## src/rtl/bt_msg_uart_tx.sv

```systemverilog
// Queued ASCII status-message transmitter (8N1) for the HC-05 link.
// Requests are queued, formatted into '#'-terminated strings and serialised on o_tx.
module bt_msg_uart_tx #(
  parameter int CLK_HZ     = 50_000_000,
  parameter int BAUD       = 115200,
  parameter int FIFO_DEPTH = 4,
  parameter int CNT_W      = 6
) (
  input  logic             clk,
  input  logic             rst,
  input  logic             i_req_valid,
  output logic             o_req_ready,
  input  logic [1:0]       i_req_type,
  input  logic [3:0]       i_req_unit,
  input  logic             i_node_pulse,
  input  logic             i_node_clr,
  output logic [CNT_W-1:0] o_num_nodes,
  output logic             o_tx,
  output logic             o_busy,
  output logic             o_tx_done
);
  localparam int BIT_CYC = CLK_HZ / BAUD;
  localparam int TW      = (BIT_CYC > 1) ? $clog2(BIT_CYC) : 1;
  localparam int AW      = $clog2(FIFO_DEPTH);

  typedef enum logic [2:0] {S_IDLE, S_POP, S_START, S_DATA, S_STOP} state_t;
  state_t r_state, w_next;

  logic [5:0]      r_fifo [FIFO_DEPTH];
  logic [AW:0]     r_wp, r_rp;
  logic            w_full, w_empty, w_push;
  logic [5:0]      w_ent;
  logic [CNT_W-1:0] r_cnt;
  logic            r_np;
  logic [TW-1:0]   r_cyc;
  logic [2:0]      r_bitn, r_idx, r_last, w_last;
  logic [7:0][7:0] r_msg, w_str;
  logic [7:0]      w_u, w_t, w_o;
  logic            w_tick, r_tx_done;
  int              w_v;

  assign w_empty     = (r_wp == r_rp);
  assign w_full      = (r_wp[AW] != r_rp[AW]) && (r_wp[AW-1:0] == r_rp[AW-1:0]);
  assign w_push      = i_req_valid && !w_full;
  assign o_req_ready = !w_full;
  assign o_num_nodes = r_cnt;
  assign o_tx_done   = r_tx_done;
  assign w_tick      = (r_cyc == TW'(BIT_CYC - 1));
  assign w_ent       = r_fifo[r_rp[AW-1:0]];

  always_ff @(posedge clk)
    if (w_push) r_fifo[r_wp[AW-1:0]] <= {i_req_type, i_req_unit};

  // Count rising edges only; a clear in the same cycle wins.
  always_ff @(posedge clk or posedge rst)
    if (rst) begin
      r_np  <= 1'b0;
      r_cnt <= '0;
    end else begin
      r_np <= i_node_pulse;
      if (i_node_clr)                                  r_cnt <= '0;
      else if (i_node_pulse && !r_np && (r_cnt != '1)) r_cnt <= r_cnt + 1'b1;
    end

  // Message formatting from the queue head; count digits clipped to 99.
  always_comb begin
    w_u = (w_ent[3:0] > 4'd9) ? 8'h39 : (8'h30 + {4'h0, w_ent[3:0]});
    w_v = int'(r_cnt);
    if (w_v > 99) w_v = 99;
    w_t    = 8'h30 + 8'(w_v / 10);
    w_o    = 8'h30 + 8'(w_v % 10);
    w_str  = '0;
    w_last = 3'd6;
    case (w_ent[5:4])
      2'd0, 2'd1: begin
        w_str[0] = (w_ent[5:4] == 2'd0) ? "F" : "B";
        w_str[1] = (w_ent[5:4] == 2'd0) ? "I" : "D";
        w_str[2] = "M";
        w_str[3] = "-";
        w_str[4] = w_u;
        w_str[5] = "-";
        w_str[6] = "#";
        w_last   = 3'd6;
      end
      2'd2: begin
        w_str[0] = "N";
        w_str[1] = "D";
        w_str[2] = "C";
        w_str[3] = "-";
        w_str[4] = w_t;
        w_str[5] = w_o;
        w_str[6] = "-";
        w_str[7] = "#";
        w_last   = 3'd7;
      end
      default: begin
        w_str[0] = "R";
        w_str[1] = "S";
        w_str[2] = "T";
        w_str[3] = "-";
        w_str[4] = "#";
        w_last   = 3'd4;
      end
    endcase
  end

  always_ff @(posedge clk or posedge rst)
    if (rst) r_state <= S_IDLE;
    else     r_state <= w_next;

  always_comb begin
    w_next = r_state;
    case (r_state)
      S_IDLE:  if (!w_empty) w_next = S_POP;
      S_POP:   w_next = S_START;
      S_START: if (w_tick) w_next = S_DATA;
      S_DATA:  if (w_tick && r_bitn == 3'd7) w_next = S_STOP;
      S_STOP:  if (w_tick) w_next = (r_idx == r_last) ? S_IDLE : S_START;
      default: w_next = S_IDLE;
    endcase
  end

  always_comb begin
    o_tx   = 1'b1;
    o_busy = (r_state != S_IDLE);
    case (r_state)
      S_START: o_tx = 1'b0;
      S_DATA:  o_tx = r_msg[r_idx][r_bitn];
      default: o_tx = 1'b1;
    endcase
  end

  always_ff @(posedge clk or posedge rst)
    if (rst) begin
      r_wp      <= '0;
      r_rp      <= '0;
      r_cyc     <= '0;
      r_bitn    <= '0;
      r_idx     <= '0;
      r_last    <= '0;
      r_msg     <= '0;
      r_tx_done <= 1'b0;
    end else begin
      r_tx_done <= (r_state == S_STOP) && w_tick && (r_idx == r_last);
      if (w_push) r_wp <= r_wp + 1'b1;
      if (r_state == S_POP) begin
        r_rp   <= r_rp + 1'b1;
        r_msg  <= w_str;
        r_last <= w_last;
      end
      if (r_state == S_START || r_state == S_DATA || r_state == S_STOP)
        r_cyc <= w_tick ? '0 : r_cyc + 1'b1;
      else
        r_cyc <= '0;
      if (r_state == S_DATA && w_tick) r_bitn <= r_bitn + 1'b1;
      if (r_state == S_STOP && w_tick) r_idx <= r_idx + 1'b1;
      if (r_state == S_IDLE)           r_idx <= '0;
    end
endmodule

```

## config.mk

```make
export PLATFORM = sky130hd
export DESIGN_NAME = bt_msg_uart_tx
export DESIGN_NICKNAME = d
export VERILOG_FILES = /design/src/rtl/bt_msg_uart_tx.sv
export SDC_FILE = /design/constraint.sdc
export NUM_CORES = 1
export LEC_CHECK = 0
export ABC_CLOCK_PERIOD_IN_PS = 4000
export CAP_MARGIN = 0
export CORE_MARGIN = 2
export CORE_UTILIZATION = 37
export DETAILED_ROUTE_END_ITERATION = 8
export PLACE_DENSITY = 0.6
export SETUP_SLACK_MARGIN = 0.15
export SLEW_MARGIN = 20
export SYNTH_ARGS = -nofsm -noshare
export SYNTH_HDL_FRONTEND = slang
export SYNTH_SLANG_ARGS = --single-unit
```

## constraint.sdc

```tcl
create_clock -name clk -period 4 [get_ports clk]
set_clock_uncertainty 0.15 [all_clocks]
set_input_delay 1.2 -clock clk [delete_from_list [all_inputs] [get_ports clk]]
set_output_delay 1.2 -clock clk [all_outputs]
set_load 0.01 [all_outputs]
```

# == Word level (Yosys, flattened, before mapping) ==
# Memories as Yosys holds them, arrays and structs flattened.
# Cells that the tools add are included.
# classes
eq_ne,17
div_mod_pow,2
n_lt_le_gt_ge,3
n_addsub,9
muxes,26
reduce_logical,19
# op_table
cell,n
40-bit one-hot mux with 2 select lines,1
"7-bit by 5-bit divider with 32-bit output, second input constant",1
"7-bit by 5-bit remainder unit with 32-bit output, second input constant",1
14-bit one-hot mux with 2 select lines,1
8-bit binary-select mux with 3-bit select,1
3-bit 2-to-1 mux,7
6-bit 2-to-1 mux,3
9-bit 2-to-1 mux,2
"6-bit by 8-bit adder with 8-bit output, first input constant",2
3-bit one-hot mux with 5 select lines,1
"3-bit by 1-bit adder with 3-bit output, second input constant",4
"9-bit by 1-bit adder with 9-bit output, second input constant",1
"9-bit == test, second input constant",1
1-bit logical AND,8
"3-bit by 4-bit less-than comparator with 1-bit output, second input constant",2
8-bit 2-to-1 mux,1
"2-bit inequality test, second input constant",4
"6-bit by 4-bit adder with 7-bit output, first input constant",1
7-bit 2-to-1 mux,1
"6-bit by 1-bit adder with 6-bit output, second input constant",1
"3-bit by 2-bit == test with 1-bit output, second input constant",2
3-bit == test,2
"3-bit == test, second input constant",2
"6-bit inequality test, second input constant",1
20 further kinds,25
# totals
regBits,99
in_bits,11
wordCells,95
out_inout_bits,10
mem_bits_rw,24
mem_count,1
# mem_list
memory,words,width,rd,rd_clocked_by_memory_dff,write_ports,line,text
r_fifo,4,6,1,0,1,29,logic [5:0] r_fifo [FIFO_DEPTH];

# == Depth between registers and ports, before layout ==
# Gate-level depths: netlist (run 1).
# logic_depth
ltp_word,6
ltp_mapped,17
ltp_nobuf,16

# == Worst setup path before layout (run 1) ==
# No wires, ideal clock.
# synth_path
path_type,register to register
from,register r_cnt[3] (netlist: o_num_nodes[3])
to,register r_msg[46] (netlist name)
setup_slack_ns,0.205
stages_incl_launch_ff,17
n_path_buf,0
arrival_ns,3.575
t_required_ns,3.780
synth_period_minus_slack_ns,3.795
setup_ns,0.070
cell_sequence,dfrtp_1 > or2_1 > ha_1 > nor2b_1 > a21o_1 > nand3_4 > nor2_1 > a21oi_1 > ha_1 > and3_1 > o21ai_0 > o21ai_0 > a211oi_1 > o32ai_1 > ha_1 > a2111oi_0 > nand3b_1
# synth_via
elab_chain_cells,3
# synth_rtl
item,line,text
"start, declared",33,logic [CNT_W-1:0] r_cnt;
"start signal, assigned",62,else if (i_node_pulse && !r_np && (r_cnt != '1)) r_cnt <= r_cnt + 1'b1;
7-bit by 5-bit remainder unit with 32-bit output,71,w_o = 8'h30 + 8'(w_v % 10);
6-bit by 8-bit adder with 8-bit output,71,
14-bit one-hot mux with 2 select lines,74,case (w_ent[5:4])
"end signal, assigned",148,r_msg <= w_str;
"end, declared",37,"logic [7:0][7:0] r_msg, w_str;"
# Every way passes these cells.
# A chain may end at the register's enable or synchronous reset.

# == Worst setup path after layout (run 1) ==
# Same ends and word-level chain as after synthesis.

==> summary by stage, run 1 <==
Status
The run finished with clean final reports.

Final layout
The net count of the finished layout is 522. Measured on the finished design, the core utilization comes to 0.445. The repair_antennas step left the layout with diodes totalling 0. Counting the fill cells in the layout gives 1,080. From synthesis to final layout, the design area changed by 18.7%. In the final layout, the share of cells above drive strength 1 is 0.138. The multi-input combinational cells in the finished layout cover a total of 0.00226 mm².

The area used by sequential logic in the layout is 0.00208 mm².

CTS
The number of buffers created by CTS is 9. The later pin in the worst-skew pair is clocked with a latency of 0.33 ns. For this design, the sink count on the clock tree is 78. The longest clock path from root to sink contains 2 buffers.

CTS placed an instance of clkbuf_16 at the clock tree root. The clock transition at the registers of the reported paths is 0.06 ns. TritonCTS built the clock tree.

The H-tree depth is 3.

STA
Setup repair after global routing left no endpoint under its margin. The part of the cycle the worst path needs is 0.890. The setup-violating endpoint count in the final report is 0. The tightest hold margin is 0.328 ns. At the pin with the least slew margin, the transition time is 0.881 ns. The setup TNS after final layout is 0 ns.

Based on the critical path, the design can be clocked at up to 281 MHz. The total count of hold-check failures in the final report is 0. Measured against its own limit, the worst slew margin works out to 0.408.

The final critical delay including setup and external delays is 3.56 ns. The number of slew-limit violations in the final report was 0.

Logic synthesis
The average cell area after synthesis is 9.87 µm². The unique cell type count in the Yosys netlist is 52. The count of flip-flops with a built-in enable after synthesis is 24. The commonest cells after synthesis are 58 x nand2_1, 54 x dfrtp_1, 45 x nor2_1.

The post-synthesis cell type with the largest combined area is dfrtp_1. The synthesis warning total is 0. The net count after synthesis is 485.

Yosys attributes the largest share of cell area to dfrtp_1 30%, edfxtp_1 16%, ha_1 6.5%. The flip-flop cell with the highest count after synthesis is dfrtp_1. Of the synthesized area, sequential elements account for 0.466. Of all flip-flops after synthesis, the portion carrying an async set or reset was 0.692. The cell with the most instances after synthesis is nand2_1.

The post-synthesis sequential element count is 78. The synthesized instance count is 451. The area share of the largest cell type after synthesis is 0.304. The cell area after synthesis is 0.00445 mm².

Die
The die is 114 µm wide. The initial utilization of the core area, before any placement, comes to 0.375. The floorplan step defined a die boundary enclosing 0.0129 mm². The initialized floorplan defines 40 standard-cell rows. The die boundary height is 114 µm. The core region is 0.0119 mm². In this run the count of I/O pins placed on the die edge is 21.

Worst setup path
STA puts the critical path data required time at 4.12 ns. STA classifies the critical path startpoint as a register. The kind of cell with the highest combined delay on the critical path is compound AO/OA/AOI/OAI gates. STA classifies the critical path endpoint as a register. The slowest cell on the critical path is dfrtp_1.

The critical path contains buffers and inverters numbering 0 combined. The peak fanout along the critical path is 9. Traced cell by cell, the critical path runs through or2_1 -> ha_1 -> nor2b_2 -> a21o_1 -> nand3_4 -> nor2_2 -> a21oi_1 -> ha_1 -> and3_1 -> o21ai_0 -> o21ai_0 -> a211oi_1 -> o32ai_1 -> ha_2 -> a2111oi_4 -> nand3b_1. The startpoint-to-endpoint class of the critical path is reg2reg. The longest individual stage delay on the worst path is 0.38 ns. The signal arrival time at the worst endpoint is 3.68 ns.

Detailed routing
For this block, the initial DRC count from the detailed router was 234. The average routed wire per standard cell is 15.1 µm. The first-pass detailed-route iteration total is 5.

The total detailed-routing wirelength is 9.67 mm. The average via count per standard cell is 5.44. The detailed router placed 3,479 vias in this run. The count of nets left with antenna violations after detail routing is 0. In the routed design, unresolved DRC markers number 0.

Place
The number of I/O port buffers is 20. The congestion estimate from routability-driven global placement came to 0.940. The detailed placement HPWL is 6.85 mm.

Power
The largest vdd supply drop is 0.335 mV. The relative contribution of the clock network to total power is 0.415. The cell-internal power is 0.00148 W. In this run the static leakage power is 2.21 nW. The analysis attributes to net switching a power of 0.000457 W. The switching power as a share of total power is 0.236. The share of total power in sequential cells is 0.477.

The relative contribution of combinational cells to total power is 0.108. The power density normalized to cell area is 366 mW/mm².

GRT
The via count of the first global-routing pass is 3,361. The pin count of the biggest net entering global routing is 23. The global-route congestion overflow total is 0. The first global-routing pass estimated 16.0 mm of wire. The initial antenna violation count is 0. In the global route stage, overall resource usage came out at 0.156.

Hold path
The type of the most critical hold path is reg2reg.

Job
Max-cap violations in this run came to 0.
[cells by family (layout without fill, tap and decap cells)]
kind of cell             count (synthesis)  in the layout  share of synthesized area
AO/OA/AOI/OAI                           99             99                      0.138
adder cells (fa/ha/maj)                 23             23                     0.0647
XOR/XNOR                                24             24                     0.0472
multiplexers                            21             21                     0.0708
buffers and inverters                   38             80                     0.0329
AND/OR/NAND/NOR                        168            168                      0.181
flip-flops                              78             78                      0.466
[area by class of cell]
class                      instances  area share
clock buffer                      12      0.0466
clock inverter                     4     0.00900
inverter                          17      0.0121
multi-input combinational        335       0.428
sequential                        78       0.393
tap                              147      0.0348
timing repair buffer              47      0.0767
[path summary, 6_finish.rpt]
path,end,slack [ns],cells past startpoint,startpoint
max,r_msg[46]$_DFFE_PP0P_,0.44,16,o_num_nodes[3]$_DFFE_PP0P_
min,r_msg[10]$_DFFE_PP0P_,0.33,2,r_msg[10]$_DFFE_PP0P_
max reg2reg,r_msg[46]$_DFFE_PP0P_,0.44,16,o_num_nodes[3]$_DFFE_PP0P_
min reg2reg,r_msg[10]$_DFFE_PP0P_,0.33,2,r_msg[10]$_DFFE_PP0P_
max in group asynchronous,r_rp[1]$_DFFE_PP0P_,2.00,3,rst
min in group asynchronous,r_msg[32]$_DFFE_PP0P_,1.06,2,rst
[per-layer routing]
metal,wire length [µm],GRT usage
met5,0,0
met3,363,0.0298
met4,138,0.0569
met2,4660,0.253
met1,4510,0.209
[cells in the final DEF (no fill, tap or decap), types with 3 or more instances in the layout]
cell type and count:
inv_2 4, mux4_2 8, ha_1 22, a31oi_1 6
nand2b_1 7, a21o_1 3, o21ai_0 23, mux2i_1 9
nand2_1 58, buf_4 27, clkdlybuf4s50_1 19, o22ai_1 5
dfrtp_1 51, or3_1 3, and3_1 7, xnor2_1 16
o21ai_1 12, nor3_1 8, nand3b_1 3, a21oi_1 25
xor2_1 8, nand3_1 13, clkbuf_16 9, edfxtp_1 24
inv_1 13, a22o_1 4, nand4_1 5, a221oi_1 4
nor2b_1 5, dfrtp_2 3, nor2_1 44
[power by group through the flow]
stage	Sequential, W	Combinational (W)	Clock (W)
floorplan	0.000931	0.000142	0
detailed placement	0.000939	0.000215	0
CTS	0.000924	0.000216	0.000818
global placement	0.000935	0.000207	0
finish	0.000923	0.000209	0.000803
global route	0.000930	0.000240	0.000852
[worst register-to-register path, stage by stage, from the launching register on]
cell and delay [ns]:
dfrtp_1 0.38, or2_1 0.25, ha_1 0.34, nor2b_2 0.15
a21o_1 0.18, nand3_4 0.15, nor2_2 0.17, a21oi_1 0.12
ha_1 0.22, and3_1 0.18, o21ai_0 0.12, o21ai_0 0.10
a211oi_1 0.23, o32ai_1 0.12, ha_2 0.27, a2111oi_4 0.25
nand3b_1 0.13
[state kept, by name, summed over array words and instances (netlist names)]
| name | cells |
|---|---|
| r_fifo | 24 |
| r_idx | 3 |
| r_msg | 20 |
| r_wp | 3 |
| r_np | 1 |
| o_num_nodes | 6 |
| r_rp | 3 |
| r_cyc | 9 |
| o_tx_done | 1 |
| r_state | 3 |
| r_last | 2 |
| r_bitn | 3 |
[per-stage QoR]
step                      power, W  setup slack, ns  std cells  instance area [µm²]
final                      0.00193            0.440        640                 5280
after global routing       0.00202            0.183        640                 5280
after CTS                  0.00196            0.170        635                 5220
after detailed placement   0.00115            0.358        615                 4890
after global placement     0.00114            0.398        615                 4890
after floorplan            0.00107            0.205        451                 4450
[repair_timing]
action	in CTS	in global routing
hold buffers	0	0
pin swaps	0	3
resized for setup	3	8
buffers inserted	4	5
setup endpoints to repair	1	2
No activity file was read; power rests on OpenSTA's default activity.
==> inputs of run 2 (changes only) <==
--- a/config.mk
+++ b/config.mk
@@ -5,12 +5,12 @@
 export SDC_FILE = /design/constraint.sdc
 export NUM_CORES = 1
 export LEC_CHECK = 0
-export ABC_CLOCK_PERIOD_IN_PS = 4000
+export ABC_CLOCK_PERIOD_IN_PS = 3600
 export CAP_MARGIN = 0
 export CORE_MARGIN = 2
-export CORE_UTILIZATION = 37
+export CORE_UTILIZATION = 30
 export DETAILED_ROUTE_END_ITERATION = 8
-export PLACE_DENSITY = 0.6
+export PLACE_DENSITY = 0.52
 export SETUP_SLACK_MARGIN = 0.15
 export SLEW_MARGIN = 20
 export SYNTH_ARGS = -nofsm -noshare
==> constraint.sdc (replaced) <==
create_clock -name clk -period 3.6 [get_ports clk]
set_clock_uncertainty 0.15 [all_clocks]
set_input_delay 1.08 -clock clk [delete_from_list [all_inputs] [get_ports clk]]
set_output_delay 1.08 -clock clk [all_outputs]
set_load 0.01 [all_outputs]
==> summary by stage, run 2 (synthesis gave the netlist of run 1 again) <==
Die
Measured along the x axis, the die boundary spans 126 µm. The die footprint is 0.0158 mm². For this design the top-level I/O count stands at 21. The placeable core area is 0.0145 mm². The effective utilization at floorplan is 0.306.

The floorplan row count is 44. The die is 126 µm tall.

Detailed routing
After detailed routing, the average wire length per cell comes to 15.3 µm. The total number of vias is 3,477. The detail route stage leaves a number of antenna-violating nets equal to 0.

The total detailed-routing wirelength is 10.3 mm. The top metal layer carrying routed signals is met4. The DRC violations left is 0. The total length of routed met2 wires is 4.89 mm.

The average via count per standard cell is 5.14. For this block, wires on met1 add up to 4.91 mm. Before antenna repair, the detailed router went through 4 iterations. The met3 wirelength from detailed routing is 337 µm. After the first detailed-routing iteration, the DRC count stood at 152.

STA
For the pin with the worst max-slew slack, the measured transition is 0.666 ns. Setup repair after global routing could not meet its margin everywhere. The setup-violating endpoint count in the final report is 0. The timing-limited maximum frequency is 296 MHz.

The headroom to the max-slew limit is 0.553. The number of slew-limit violations in the final report came to 0. The total count of hold-check failures in the final report is 0. The setup TNS after final layout is 0 ns. Of the available clock period, the critical path in the final layout requires 0.939.

Counting I/O delays and the setup requirement, the final critical path takes 3.38 ns.

GRT
The initial antenna violation count is 0. For this run, the total global-route usage over all layers was measured as 0.134. The via count of the first global-routing pass is 3,470. The pin count of the biggest net entering global routing is 28. The first global-routing pass estimated 17.4 mm of wire. The global-route congestion overflow total is 0.

Power
The internal portion of the total power is 0.00162 W. Of the total power, the share spent switching nets is 0.237. The share of total power dissipated in sequential elements is 0.484. For this design the static power due to leakage is 2.19 nW. The relative contribution of combinational cells to total power is 0.112. IR analysis of the VDD net gives a maximum drop of 0.381 mV. The power density normalized to cell area is 396 mW/mm². The relative contribution of the clock network to total power is 0.404. The net switching power is 0.000503 W.

Worst setup path
The count of buffering cells on the critical path with inverters included is 0. In this design, the largest share of critical-path delay is due to compound AO/OA/AOI/OAI gates. The depth of the worst register-to-register path is 14. The peak fanout along the critical path is 4.

STA classifies the critical path endpoint as a register. The startpoint-to-endpoint class of the critical path is reg2reg. The endpoint of the worst register-to-register path is r_msg[46]$_DFFE_PP0P_. The largest single stage delay on the critical path is 0.39 ns.

Data arrives at the worst endpoint at 3.49 ns. At the worst endpoint, the required time is 3.71 ns. The worst register-to-register path has a setup slack of 0.22 ns. The worst setup path is launched from a register. The number of cells on the critical path is 14. Traced cell by cell, the critical path runs through or2_4 -> ha_4 -> nor2b_4 -> a21o_1 -> a31oi_2 -> a21oi_2 -> ha_2 -> o32ai_1 -> nor2_1 -> a211oi_1 -> o32ai_1 -> ha_2 -> a2111oi_2 -> nand3b_1. The slowest cell on the critical path is dfrtp_2. The launch instance of the worst register-to-register path is o_num_nodes[3]$_DFFE_PP0P_. The critical path starts at o_num_nodes[3]$_DFFE_PP0P_.

CTS
The clock drives 78 sinks. The number of buffers between clock root and the deepest sink is 2. The number of buffers created by CTS is 9. TritonCTS built the clock tree. The hold buffer count at cts is 0. CTS built an H-tree with a depth of 3. The clock transition at the registers of the reported paths is 0.06 ns. The clock reaches the later pin of the worst-skew pair after 0.32 ns. The cell at the root of the clock tree is clkbuf_16.

Place
At the end of routability-driven placement, the weighted congestion stood at 0.908. Once placement completed, the tool counted placed cells totaling 659. Port buffering added 20 buffers. Once detailed placement completed, the half-perimeter wirelength came to 7.56 mm.

Status
The flow ran to the end, and the final reports show no timing, DRC or antenna violations.

Final layout
The layout net count is 522. The library cell used most frequently in the layout, excluding fill and tap cells, is nand2_1. The count of cells in the finished layout, fillers not included, comes to 677. The repair_antennas step left the layout with diodes totalling 0.

Fill cells in the final layout number 1,494. Registers take 0.00208 mm². In the final layout, the multi-input gates occupy 0.00230 mm². Relative to the synthesized area, the layout overhead comes to 20.4%. The top cell types in the final layout, fill and taps aside, are 58 x nand2_1, 48 x dfrtp_1, 44 x nor2_1. The share of layout cells above drive strength 1 is 0.160.

The flip-flop count of the largest register, all copies and words added is 24.

Hold path
For hold timing, the worst endpoint is r_msg[10]$_DFFE_PP0P_. The worst hold path begins at r_msg[10]$_DFFE_PP0P_. The tightest min-delay check is of the reg2reg type. The number of stages on the worst hold path is 2.

Job
The number of max-capacitance violations reported is 0.
run 2: through the flow:
stage	total power (W)	hold WS (ns)	utilization	area, µm²	setup slack [ns]
2_1_floorplan	0.00119	0.293	-	4480	0.161
3_3_place_gp	0.00127	0.318	0.345	5010	0.220
3_5_place_dp	0.00129	0.325	0.345	5010	0.116
4_1_cts	0.00216	0.335	0.366	5320	0.162
5_1_grt	0.00223	0.349	0.369	5360	0.106
6_report	0.00212	0.328	0.369	5360	0.218
run 2: power by group through the flow:
stage	Clock (W)	Combinational [W]	Sequential [W]
after global placement	0	0.000234	0.00104
after floorplan	0	0.000158	0.00103
after global routing	0.000922	0.000273	0.00104
after detailed placement	0	0.000244	0.00104
final	0.000858	0.000239	0.00103
after CTS	0.000883	0.000245	0.00103
run 2: layout make-up:
| cell class | instances | area share |
|---|---|---|
| clock buffer | 11 | 0.0434 |
| clock inverter | 5 | 0.00934 |
| inverter | 17 | 0.0119 |
| multi-input combinational | 335 | 0.430 |
| sequential | 78 | 0.388 |
| tap | 184 | 0.0430 |
| timing repair buffer | 47 | 0.0743 |
run 2: how the worst max path moves through the flow:
| stage | to | slack (ns) |
|---|---|---|
| final | r_msg[46]$_DFFE_PP0P_ | 0.22 |
| after global routing | r_msg[46]$_DFFE_PP0P_ | 0.11 |
| after CTS | r_msg[46]$_DFFE_PP0P_ | 0.16 |
| after detailed placement | r_msg[46]$_DFFE_PP0P_ | 0.12 |
| after global placement | r_msg[46]$_DFFE_PP0P_ | 0.22 |
| after floorplan | r_msg[46]$_DFFE_PP0P_ | 0.16 |
run 2: routing by layer:
layer  up-vias  global-route usage
li1       1691                   -
met3        21              0.0234
met5         -                   0
met1      1697               0.185
met2        68               0.212
met4         0              0.0472
run 2: timing repair:
| item | CTS | global route |
|---|---|---|
| setup buffers | 0 | 2 |
| hold endpoints to repair | 0 | 0 |
| setup endpoints to repair | 2 | 3 |
| pin swaps | 2 | 7 |
| gates resized for setup | 11 | 12 |
run 2: worst reg2reg max path: stages (launching register included):
cell	delay [ns]
dfrtp_2	0.39
or2_4	0.28
ha_4	0.30
nor2b_4	0.04
a21o_1	0.20
a31oi_2	0.28
a21oi_2	0.09
ha_2	0.22
o32ai_1	0.31
nor2_1	0.07
a211oi_1	0.22
o32ai_1	0.12
ha_2	0.23
a2111oi_2	0.28
nand3b_1	0.14
